$ cat config.mk
export PLATFORM = sky130hd
export DESIGN_NAME = timer_digit_loader
export DESIGN_NICKNAME = d
export VERILOG_FILES = /design/src/rtl/timer_digit_loader.sv
export SDC_FILE = /design/constraint.sdc
export NUM_CORES = 1
export LEC_CHECK = 0
export BUFFER_PORTS_ARGS = -buffer_cell sky130_fd_sc_hd__buf_2
export CAP_MARGIN = 0
export CORE_ASPECT_RATIO = 0.8
export CORE_UTILIZATION = 41
export CTS_CLUSTER_DIAMETER = 200
export DETAILED_ROUTE_END_ITERATION = 12
export HOLD_SLACK_MARGIN = 0.03
export SYNTH_ARGS = -nofsm -noshare
export SYNTH_HDL_FRONTEND = slang
export SYNTH_SLANG_ARGS = --single-unit
export TNS_END_PERCENT = 50
$ cat constraint.sdc
create_clock -name clock -period 2.3 [get_ports clock]
set_input_delay 0.115 -clock clock [delete_from_list [all_inputs] [get_ports clock]]
set_output_delay 0.115 -clock clock [all_outputs]
set_load 0.005 [all_outputs]
$ cat src/rtl/timer_digit_loader.sv
// Keypad front end for the MM:SS timer: shifts BCD keypresses into a four-digit buffer and
// drives the counter chain load strobe. Optional macro TIMER_SECONDS_CLAMP_EN clamps bad seconds to 59.
module timer_digit_loader #(
  parameter int LOAD_CYCLES = 1
) (
  input  logic       clock,
  input  logic       clear,
  input  logic       key_valid,
  input  logic [3:0] key_code,
  input  logic       enter,
  input  logic       cancel,
  output logic [3:0] sec_units,
  output logic [3:0] sec_tens,
  output logic [3:0] min_units,
  output logic [3:0] min_tens,
  output logic       loadn,
  output logic       count_hold,
  output logic [2:0] digit_count,
  output logic       error
);

  typedef enum logic [1:0] {IDLE, ENTRY, LOAD} state_t;

  typedef struct packed {
    logic [3:0] mt;
    logic [3:0] mu;
    logic [3:0] st;
    logic [3:0] su;
  } bcd_t;

  state_t     state, state_n;
  bcd_t       bcd, bcd_n;
  logic [2:0] cnt, cnt_n;
  logic [3:0] lcnt, lcnt_n;
  logic       err_n;

  // Edge detectors: bit 0 key_valid, bit 1 enter, bit 2 cancel.
  logic [2:0] prev, cur, ev;
  logic       digit_ev, enter_ev, cancel_ev;

  assign cur       = {cancel, enter, key_valid};
  assign ev        = cur & ~prev;
  assign digit_ev  = ev[0] && (key_code <= 4'd9);
  assign enter_ev  = ev[1];
  assign cancel_ev = ev[2];

  always_ff @(posedge clock or posedge clear) begin
    if (clear) begin
      state <= IDLE;
      bcd   <= '0;
      cnt   <= '0;
      lcnt  <= '0;
      error <= 1'b0;
      prev  <= '0;
    end else begin
      state <= state_n;
      bcd   <= bcd_n;
      cnt   <= cnt_n;
      lcnt  <= lcnt_n;
      error <= err_n;
      prev  <= cur;
    end
  end

  always_comb begin
    state_n = state;
    bcd_n   = bcd;
    cnt_n   = cnt;
    lcnt_n  = lcnt;
    err_n   = 1'b0;
    case (state)
      IDLE: begin
        // Buffer may still show the last loaded value; a new entry starts from 0000.
        if (cancel_ev) begin
          bcd_n = '0;
        end else if (enter_ev) begin
          bcd_n = bcd;
        end else if (digit_ev) begin
          bcd_n   = '{mt: 4'd0, mu: 4'd0, st: 4'd0, su: key_code};
          cnt_n   = 3'd1;
          state_n = ENTRY;
        end
      end
      ENTRY: begin
        if (cancel_ev) begin
          bcd_n   = '0;
          cnt_n   = '0;
          state_n = IDLE;
        end else if (enter_ev) begin
          if (bcd.st <= 4'd5) begin
            lcnt_n  = '0;
            state_n = LOAD;
          end else begin
`ifdef TIMER_SECONDS_CLAMP_EN
            bcd_n.st = 4'd5;
            bcd_n.su = 4'd9;
            lcnt_n   = '0;
            state_n  = LOAD;
`else
            err_n = 1'b1;
`endif
          end
        end else if (digit_ev && cnt < 3'd4) begin
          bcd_n = '{mt: bcd.mu, mu: bcd.st, st: bcd.su, su: key_code};
          cnt_n = cnt + 3'd1;
        end
      end
      LOAD: begin
        if (lcnt == 4'(LOAD_CYCLES - 1)) begin
          cnt_n   = '0;
          state_n = IDLE;
        end else begin
          lcnt_n = lcnt + 4'd1;
        end
      end
      default: state_n = IDLE;
    endcase
  end

  // Strobes decode straight from state so clear releases loadn asynchronously.
  assign loadn       = (state != LOAD);
  assign count_hold  = (state == LOAD);
  assign digit_count = cnt;
  assign min_tens    = bcd.mt;
  assign min_units   = bcd.mu;
  assign sec_tens    = bcd.st;
  assign sec_units   = bcd.su;

endmodule

==> impl_results.md <==
* Most Frequent Cell on Critical Path: inv_1
* Syn avg cell area at 10.0 um^2
* Arrival time at the worst endpoint at 1.99 ns
* Worst-margin pin slew at 0.367 ns
* Post-route ant nets at 0
* Critical Path RT at 2.47 ns
* CTS sink count at 29
* Static Leak at 0.000879 uW
* VDD IR max at 0.588 mV
* CTS tree: done
* Post-layout net count at 196
* FMAX at 0.548 GHz
* Initial core utilization at 44.7%
* Post-CTS Setup Inserts at 0
* Worst-path clk slew at 0.06 ns
* DR vias/cell at 4.88
* Yosys cell types at 29
* Fraction of layout cells with a size suffix above 1 at 28.6%
* H-tree depth at 2
* Register area at 726 um^2
* Pin count of the biggest net entering global routing at 33
* Vias in the first global route at 1051
* Total Wirelength at 2.93 mm
* Critical path's largest stage delay at 0.36 ns
* Worst clock skew at 0.00252 ns
* Crit path kind: register to register
* Final setup violation count at 0
* CP Buf/Inv Count at 2
* Final Cycle Share at 79.3%
* Final hold violation count at 0
* Cell Chain, Critical Path: inv_1 > ha_1 > inv_1 > nor2_1 > a21oi_2 > o311a_4 > mux2_4
* Synth-to-layout area growth at 21.9%
* Detail Placement HPWL at 2.10 mm
* IO buf count at 30
* Yosys warnings at 0
* Top cell type's share of synthesized area at 50.4%
* Io pins at 31
* Antenna violations before repair at 0
* PnR Total Power at 1960 uW
* Core ar. at 3220 um^2
* Rel. slew slack at 75.4%
* Post-synthesis cell type with the largest combined area: dfrtp_1
* CP max-delay cell: dfrtp_1
* Area of the multi-input gates at 583 um^2
* Num CTS Buffers at 5
* # DRC at 0
* PD cells at 1110 nW/um^2
* Total GRT Usage at 18.9%
* Final Critical Period at 1.82 ns
* Post-route setup TNS at 0 ns
* Worst-skew pair later-pin latency at 0.28 ns
* Drt first-iter violations at 91
* Hold Crit Class: input pin to register
* RSZ-0062 raised after global routing: no
* Die H at 55.0 um
* Largest cells by area after synthesis: dfrtp_1 50%, nand3_1 7.3%, o21ai_0 6.3%
* Max_cap viols at 0
* Remaining global-route overflow at 0
* # fillers at 304
* Pre-antenna DRT Iters at 4
* Startpoint types: register
* Die W at 68.3 um
* Row Count at 18
* Die ar. at 3750 um^2
* Critical path fanouts, max at 6
* Net count after synthesis at 159
* Clock Tree Root: clkbuf_8
* Buffer levels on the longest clock path at 2
* Status: finished, final reports clean
* Antenna cells at 0
* Crit path max-delay family: compound AO/OA/AOI/OAI gates
* Mapped Cells at 144
* Synthesized flop and latch total at 29
* First-pass GRT wire length at 4.80 mm
* DR vias at 1084
* Mean routed wirelength per cell at 13.2 um
* RePlAce Congestion at 0.872
* Fin. max-slew vios at 0
* Mapped cell area at 1440 um^2
* Seq/Total Area, Yosys at 50.4%
* Worst Setup End Kind: register
## path summary, 6_finish.rpt
kind / start / slack [ns] / cells after the start / end
min in group asynchronous: clear / 0.44 / 4 / min_units[2]
max: state[0] / 0.48 / 7 / digit_count[0]
max reg2reg: state[0] / 0.48 / 7 / digit_count[0]
min reg2reg: min_units[0] / 0.53 / 2 / min_tens[0]
max in group asynchronous: clear / 1.58 / 4 / digit_count[0]
min: key_code[0] / 0.05 / 3 / sec_units[0]
## timing repair
item                                   4_1_cts  5_1_grt
endpoints found under the hold margin       32        0
gates resized for setup                      0        0
hold buffers                                 4        0
## cell usage after synthesis
cell,number
nand4_1,1
dfrtp_1,29
o21ai_2,2
nand3_1,21
clkbuf_1,1
nand4_2,1
o21ai_0,18
a21o_1,3
mux2_1,1
buf_2,3
nor4_1,1
mux2i_1,2
o21ai_1,1
o22ai_1,2
nor3b_2,1
inv_1,24
a21oi_1,3
mux2_4,2
ha_1,6
o311a_4,1
nand2b_1,1
nand2_1,4
buf_6,2
and2b_1,2
o31ai_1,1
nand2b_4,2
nor2_1,6
a21oi_2,2
and2_4,1
## through the flow
step	worst slack [ns]	util, %	hold slack [ns]	std cells	instance area, um^2
after floorplan	0.618	-	0.146	144	1440
after global placement	0.604	50.1	0.200	210	1610
after detailed placement	0.504	50.1	0.205	210	1610
after CTS	0.493	54.5	0.0467	222	1760
after global routing	0.355	54.5	0.0689	222	1760
final	0.476	54.5	0.0535	222	1760
## metal layers
metal	up-vias	global-route usage [%]	routed length (um)
met2	31	26.8	1250
met4	0	9.72	68
met3	8	9.63	201
li1	553	-	-
met1	492	23.4	1410
met5	-	0	0
## state kept, by name, summed over array words and instances (netlist names)
signal and count:
min_tens 4, prev 3, sec_tens 4, min_units 4, digit_count 3, lcnt 4, sec_units 4, error 1
state 2
## cells in the final DEF (no fill, tap or decap)
master | synthesis | layout
nand2_1 | 4 | 4
inv_1 | 24 | 24
buf_4 | 0 | 2
nor4_1 | 1 | 1
nand2b_4 | 2 | 2
nor3b_2 | 1 | 1
o311a_4 | 1 | 1
mux2i_1 | 2 | 2
a21o_1 | 3 | 3
and2_4 | 1 | 1
o21ai_2 | 2 | 2
a21oi_1 | 3 | 3
nand3_1 | 21 | 21
nand4_1 | 1 | 1
ha_1 | 6 | 6
dfrtp_1 | 29 | 29
clkinv_2 | 0 | 1
dlygate4sd3_1 | 0 | 4
o21ai_1 | 1 | 1
clkbuf_8 | 0 | 7
a21oi_2 | 2 | 2
mux2_1 | 1 | 1
o22ai_1 | 2 | 2
nor2_1 | 6 | 6
nand2b_1 | 1 | 1
o31ai_1 | 1 | 1
mux2_4 | 2 | 2
buf_2 | 3 | 30
and2b_1 | 2 | 2
nand4_2 | 1 | 1
o21ai_0 | 18 | 18
## cell type report
cell class                      instances  area share [%]
Clock buffer                            7            5.49
Multi-Input combinational cell         85            33.2
Sequential cell                        29            41.3
Clock inverter                          1           0.285
Tap cell                               40            2.85
Timing Repair Buffer                   36            11.7
Inverter                               24            5.13
## worst min-delay path, stage by stage
cell and delay [ns]:
buf_2 0.07, nand3_1 0.05, o21ai_0 0.06
## kinds of logic (layout without fill, tap and decap cells)
group / Yosys count / in the layout / synth area share, %
simple gates: 41 / 41 / 16.5
fa+ha+maj: 6 / 6 / 5.21
flops: 29 / 29 / 50.4
mux: 5 / 5 / 4.26
buf+inv: 30 / 68 / 9.12
compound gates: 33 / 33 / 14.5
## power by group
group	internal, uW	switching [uW]
Sequential	636	106
Combinational	333	423
Clock	270	188
(Power assumes the default switching activity.)
